===== src/rtl/fnd4_scan_capture.sv =====
// rtl/fnd4_scan_capture.sv - decodes a scanned 4-digit 7-segment bus back into 16-bit BCD frames
module fnd4_scan_capture #(
  parameter int SETTLE_CYC   = 4,
  parameter int TIMEOUT_CYC  = 2000000,
  parameter int COM_ACT_LOW  = 1,
  parameter int SEG_ACT_HIGH = 1
) (
  input  logic        iCLK,
  input  logic        iRESET,
  input  logic [3:0]  iCOM_FND,
  input  logic [7:0]  iDATA_FND,
  output logic [15:0] oBCD,
  output logic        oVALID,
  output logic        oERR,
  output logic        oSTALE
);

  localparam int CW = $clog2(SETTLE_CYC + 1);
  localparam int TW = $clog2(TIMEOUT_CYC + 1);

  typedef enum logic [1:0] {IDLE, SETTLE, HELD} state_t;

  state_t         state_q, state_d;
  logic [3:0]     com_r;
  logic [7:0]     seg_r;
  logic [11:0]    cur, pat_q, pat_d;
  logic [CW-1:0]  cnt_q, cnt_d;
  logic           eval;
  logic [3:0]     seen_q, seen_new;
  logic [15:0]    shadow_q, shadow_w;
  logic [TW-1:0]  tcnt_q;
  logic [4:0]     dec;
  logic [1:0]     idx;
  logic           legal;

  // Normalise to active-high; dp is forced to 0 so it never affects comparisons.
  always_ff @(posedge iCLK) begin
    if (iRESET) begin
      com_r <= 4'h0;
      seg_r <= 8'h00;
    end else begin
      com_r <= (COM_ACT_LOW != 0) ? ~iCOM_FND : iCOM_FND;
      seg_r <= ((SEG_ACT_HIGH != 0) ? iDATA_FND : ~iDATA_FND) & 8'hFE;
    end
  end

  assign cur = {com_r, seg_r};

  always_ff @(posedge iCLK) begin
    if (iRESET) begin
      state_q <= IDLE;
      pat_q   <= 12'h000;
      cnt_q   <= '0;
    end else begin
      state_q <= state_d;
      pat_q   <= pat_d;
      cnt_q   <= cnt_d;
    end
  end

  always_comb begin
    state_d = state_q;
    pat_d   = pat_q;
    cnt_d   = cnt_q;
    eval    = 1'b0;
    case (state_q)
      IDLE: begin
        if (com_r != 4'h0) begin
          pat_d   = cur;
          cnt_d   = CW'(1);
          state_d = SETTLE;
        end
      end
      SETTLE, HELD: begin
        if (cur != pat_q) begin
          pat_d   = cur;
          cnt_d   = CW'(1);
          state_d = (com_r == 4'h0) ? IDLE : SETTLE;
        end else if (state_q == SETTLE) begin
          if (cnt_q == CW'(SETTLE_CYC)) begin
            eval    = 1'b1;
            state_d = HELD;
          end else begin
            cnt_d = cnt_q + CW'(1);
          end
        end
      end
      default: state_d = IDLE;
    endcase
  end

  // Returns {legal, bcd} for an a..g pattern with dp already cleared.
  function automatic logic [4:0] decode(input logic [7:0] s);
    case (s)
      8'hFC:   decode = 5'h10;
      8'h60:   decode = 5'h11;
      8'hDA:   decode = 5'h12;
      8'hF2:   decode = 5'h13;
      8'h66:   decode = 5'h14;
      8'hB6:   decode = 5'h15;
      8'hBE:   decode = 5'h16;
      8'hE0:   decode = 5'h17;
      8'hFE:   decode = 5'h18;
      8'hF6:   decode = 5'h19;
      default: decode = 5'h00;
    endcase
  endfunction

  always_comb begin
    dec   = decode(pat_q[7:0]);
    legal = dec[4] && ($countones(pat_q[11:8]) == 1);
    case (pat_q[11:8])
      4'b0010: idx = 2'd1;
      4'b0100: idx = 2'd2;
      4'b1000: idx = 2'd3;
      default: idx = 2'd0;
    endcase
    seen_new = seen_q | (4'b0001 << idx);
    shadow_w = shadow_q;
    shadow_w[{idx, 2'b00} +: 4] = dec[3:0];
  end

  always_ff @(posedge iCLK) begin
    if (iRESET) begin
      oBCD     <= 16'h0000;
      oVALID   <= 1'b0;
      oERR     <= 1'b0;
      seen_q   <= 4'h0;
      shadow_q <= 16'h0000;
      tcnt_q   <= '0;
    end else begin
      oVALID <= 1'b0;
      oERR   <= 1'b0;
      if (tcnt_q != TW'(TIMEOUT_CYC))
        tcnt_q <= tcnt_q + TW'(1);
      if (eval) begin
        if (!legal) begin
          oERR   <= 1'b1;
          seen_q <= 4'h0;
        end else begin
          shadow_q <= shadow_w;
          if (seen_new == 4'hF) begin
            oBCD   <= shadow_w;
            oVALID <= 1'b1;
            seen_q <= 4'h0;
            tcnt_q <= '0;
          end else begin
            seen_q <= seen_new;
          end
        end
      end
    end
  end

  // A frame clears the counter on the same edge, so oVALID always wins over oSTALE.
  assign oSTALE = (tcnt_q == TW'(TIMEOUT_CYC));

endmodule


===== config.mk =====
export PLATFORM = sky130hd
export DESIGN_NAME = fnd4_scan_capture
export DESIGN_NICKNAME = d
export VERILOG_FILES = /design/src/rtl/fnd4_scan_capture.sv
export SDC_FILE = /design/constraint.sdc
export NUM_CORES = 1
export LEC_CHECK = 0
export CORE_UTILIZATION = 45
export CTS_BUF_LIST = sky130_fd_sc_hd__clkbuf_8
export DETAILED_ROUTE_END_ITERATION = 8
export PLACE_DENSITY = 0.67
export SETUP_SLACK_MARGIN = 0.1
export SLEW_MARGIN = 20
export SYNTH_ARGS = -nofsm -noshare
export SYNTH_HDL_FRONTEND = slang
export SYNTH_SLANG_ARGS = --single-unit

===== constraint.sdc =====
create_clock -name iCLK -period 2.6 [get_ports iCLK]
set_input_delay 0.65 -clock iCLK [delete_from_list [all_inputs] [get_ports iCLK]]
set_output_delay 0.65 -clock iCLK [all_outputs]
set_load 0.005 [all_outputs]

==> impl_results.md <==
* Outcome: finished, final reports clean
* Number of flops mapped to enable cells by yosys at 0
* Total negative slack at 0 ns
* Pre-CTS WS at 0.02819 ns
* Switching power share of the total at 29.62%
* Initial antenna violation count at 0
* Share of layout cells above drive strength 1 at 19.22%
* Post-route minimum period at 2.449 ns
* Area Growth Syn to Fin at 26.98%
* HPWL after detailed placement at 6721 µm
* Port bufs at 31
* Layout net count at 587
* Routed len/inst at 15.28 µm
* Synth cell types at 54
* Vias at 3,878
* Row count at 35
* Initial Utilization at 46.62%
* Via/cell ratio at 5.612
* Max clock buf depth at 2
* Die area at 9968 µm²
* Final non-filler cell total at 691
* Util after Layout at 59.20%
* Tot GR Track Use at 21.27%
* Top_reg_cell synth: dfxtp_1
* Clock transition at the registers of the reported paths at 0.09 ns
* Remaining DRCs at 0
* Yosys warns at 0
* Pwr dens at 490.8 nW/µm²
* Final Cycle Share at 94.20%
* Post-route setup slack at 0.1509 ns
* Syn Inst Count at 511
* Clk_lat worst skew at 0.37 ns
* Sequential Power Share at 51.8%
* Max Slew Vio Count at 0
* CTS Buf Count at 9
* Logic pwr share at 15.4%
* Clock tree sinks at 86
* IO Count at 33
* Overall power at 2.685 mW
* DRT iter0 DRCs at 167
* Final WL at 10,560 µm
* Commonest cells after routing, fill and taps aside: dfxtp_1, a21oi_1, nand3_1, o21ai_0, nor2_1
* # setup viols final at 0
* Achievable Freq at 0.4083 GHz
* CTS tree: built
* Pint at 1.890 mW
* Worst slew pin tran at 0.6323 ns
* # hold bufs at CTS at 0
* Hold Path Class: flip-flop to flip-flop
* Crit path kind: flip-flop to flip-flop
* Worst clock skew at 0.009129 ns
* DIE HEIGHT at 99.84 µm
* First-pass GRT wire length at 16,990 µm
* Kind of end point of the critical path: flip-flop
* Count of final hold-check violations at 0
* Vias in the first global route at 3,721
* Arrival time at the worst endpoint at 2.72 ns
* Net Switching at 0.7952 mW
* Gr ovfl total at 0
* Placer Congestion at 0.8289
* Routed Antenna Nets at 0
* Largest net degree at the start of global routing at 26
* Placed cell count at 661
* Chip width at 99.84 µm
* Synthesized Nets at 541
* Clk root buf: clkbuf_8
* RSZ-0062 raised after global routing: true
* Max-cap viol count at 0
* Core ar. at 9240 µm²
* # fillers at 818
* Slew HR at 57.46%
* Required time of the critical path at 2.87 ns
* Synth async-reset ratio at 0%
* Flops & latches, synth at 86
* H-tree Lvls at 3
* Most common cell after layout, fill and taps aside: dfxtp_1
* Crit start category: flip-flop
* Leakage at 1.897 nW
* Worst-path fanout max at 5
* Syn avg cell area at 8.430 µm²
* Antenna Cells at 0
* Drt first pass iters at 4
* Clock Power Share at 32.8%
* Worst VDD drop at 0.0003040 V
* Sequential area share after synthesis at 39.97%
* Mapped Area at 4308 µm²
[cell type report]
cell class	instances	area (µm²)	area share, %
Multi-Input combinational cell	365	2549	46.59
Sequential cell	86	1732	31.66
Timing Repair Buffer	69	748.2	13.68
Tap cell	129	161.4	2.951
Clock buffer	9	123.9	2.264
Inverter	26	100.1	1.830
Clock inverter	7	56.30	1.029
[kinds of logic (layout without fill, tap and decap cells)]
logic type,count (synthesis),count (layout),share of synthesized area [%]
AOI/OAI and AO/OA,150,150,19.95
xor gates and xnor gates,32,32,6.506
adders and majority gates,16,16,4.821
buffers and inverters,60,111,6.186
DFF,86,86,39.97
muxes,2,2,0.4647
and+or+nand+nor,165,165,22.10
[cells in the mapped netlist (2+ instances only)]
| master | n | area [µm²] |
|---|---|---|
| nand3_1 | 39 | 195.2 |
| a21oi_1 | 55 | 275.3 |
| nor3b_1 | 2 | 15.01 |
| ha_1 | 15 | 187.7 |
| buf_2 | 10 | 50.05 |
| and4_1 | 6 | 52.55 |
| or2_2 | 3 | 18.77 |
| nand2b_1 | 2 | 12.51 |
| dfxtp_1 | 86 | 1722 |
| nor2b_1 | 17 | 106.4 |
| buf_1 | 3 | 11.26 |
| o22ai_1 | 8 | 50.05 |
| nand2_1 | 12 | 45.04 |
| clkbuf_1 | 14 | 52.55 |
| xnor2_1 | 12 | 105.1 |
| buf_6 | 2 | 22.52 |
| o211ai_1 | 16 | 120.1 |
| nor2_1 | 33 | 123.9 |
| xor2_1 | 20 | 175.2 |
| or4_1 | 2 | 15.01 |
| nor4b_1 | 5 | 43.79 |
| mux2i_1 | 2 | 20.02 |
| nor4_4 | 2 | 42.54 |
| inv_1 | 26 | 97.59 |
| a21boi_0 | 2 | 15.01 |
| o21ai_1 | 7 | 35.03 |
| and2_1 | 2 | 12.51 |
| clkbuf_2 | 2 | 10.01 |
| buf_4 | 3 | 22.52 |
| or3_1 | 2 | 12.51 |
| a31oi_1 | 6 | 37.54 |
| nand3b_1 | 3 | 22.52 |
| o21ai_0 | 45 | 225.2 |
| nand4_1 | 10 | 62.56 |
| o2bb2ai_1 | 2 | 17.52 |
| and3_1 | 4 | 25.02 |
| nor3_1 | 14 | 70.07 |
[stage by stage]
step | hold WS (ns) | area [µm²]
final | 0.4714 | 5470
after global routing | 0.4988 | 5470
after CTS | 0.4758 | 5115
after detailed placement | 0.4636 | 4832
after global placement | 0.4531 | 4832
after floorplan | 0.4455 | 4309
[flip-flops by register name, indices dropped and copies added (netlist names)]
| name | cells |
|---|---|
| cnt_q | 3 |
| pat_q | 11 |
| shadow_q | 16 |
| oERR | 1 |
| seen_q | 4 |
| oBCD | 16 |
| tcnt_q | 21 |
| com_r | 4 |
| state_q | 2 |
| oVALID | 1 |
| seg_r | 7 |
[worst paths after layout]
check                           startpoint         end  slack, ns  depth (start not counted)
worst max-delay path              pat_q[9]  tcnt_q[18]       0.15                         12
worst min-delay path              cnt_q[1]    cnt_q[1]       0.47                          2
worst max register to register    pat_q[9]  tcnt_q[18]       0.15                         12
worst min register to register    cnt_q[1]    cnt_q[1]       0.47                          2
[repair_timing]
item                                    CTS  global route
endpoints found under the setup margin   54            58
resized for setup                        13            59
buffers inserted                          5             2
gates cloned                              1             6
pin swaps                                 4            25
[power by group through the flow]
stage / Clock [mW] / Sequential (mW) / Combinational, mW
6_report: 0.882 / 1.39 / 0.413
2_1_floorplan: 0 / 1.40 / 0.259
3_5_place_dp: 0 / 1.42 / 0.348
4_1_cts: 0.902 / 1.39 / 0.362
5_1_grt: 0.956 / 1.40 / 0.460
3_3_place_gp: 0 / 1.42 / 0.339
[layer usage]
metal,vias up,global-route usage [%],wire length [µm],part of all wire (%)
met5,-,0,0,0
met4,0,9.050,228,2.2
met3,22,4.039,505,4.8
met2,101,35.38,5047,48
met1,1847,26.99,4777,45
li1,1908,-,-,-
[worst max-delay path, cell delays in order, from the launching register on]
cell and delay, ns:
dfxtp_2 0.34, buf_4 0.14, ha_1 0.17, mux2i_1 0.20, or2_4 0.22, ha_4 0.16, o22ai_4 0.07, nor3_2 0.19
nand4_1 0.13, buf_6 0.18, o21ai_4 0.29, clkbuf_16 0.21, nor2_1 0.05
No activity file was read; power rests on OpenSTA's default activity.
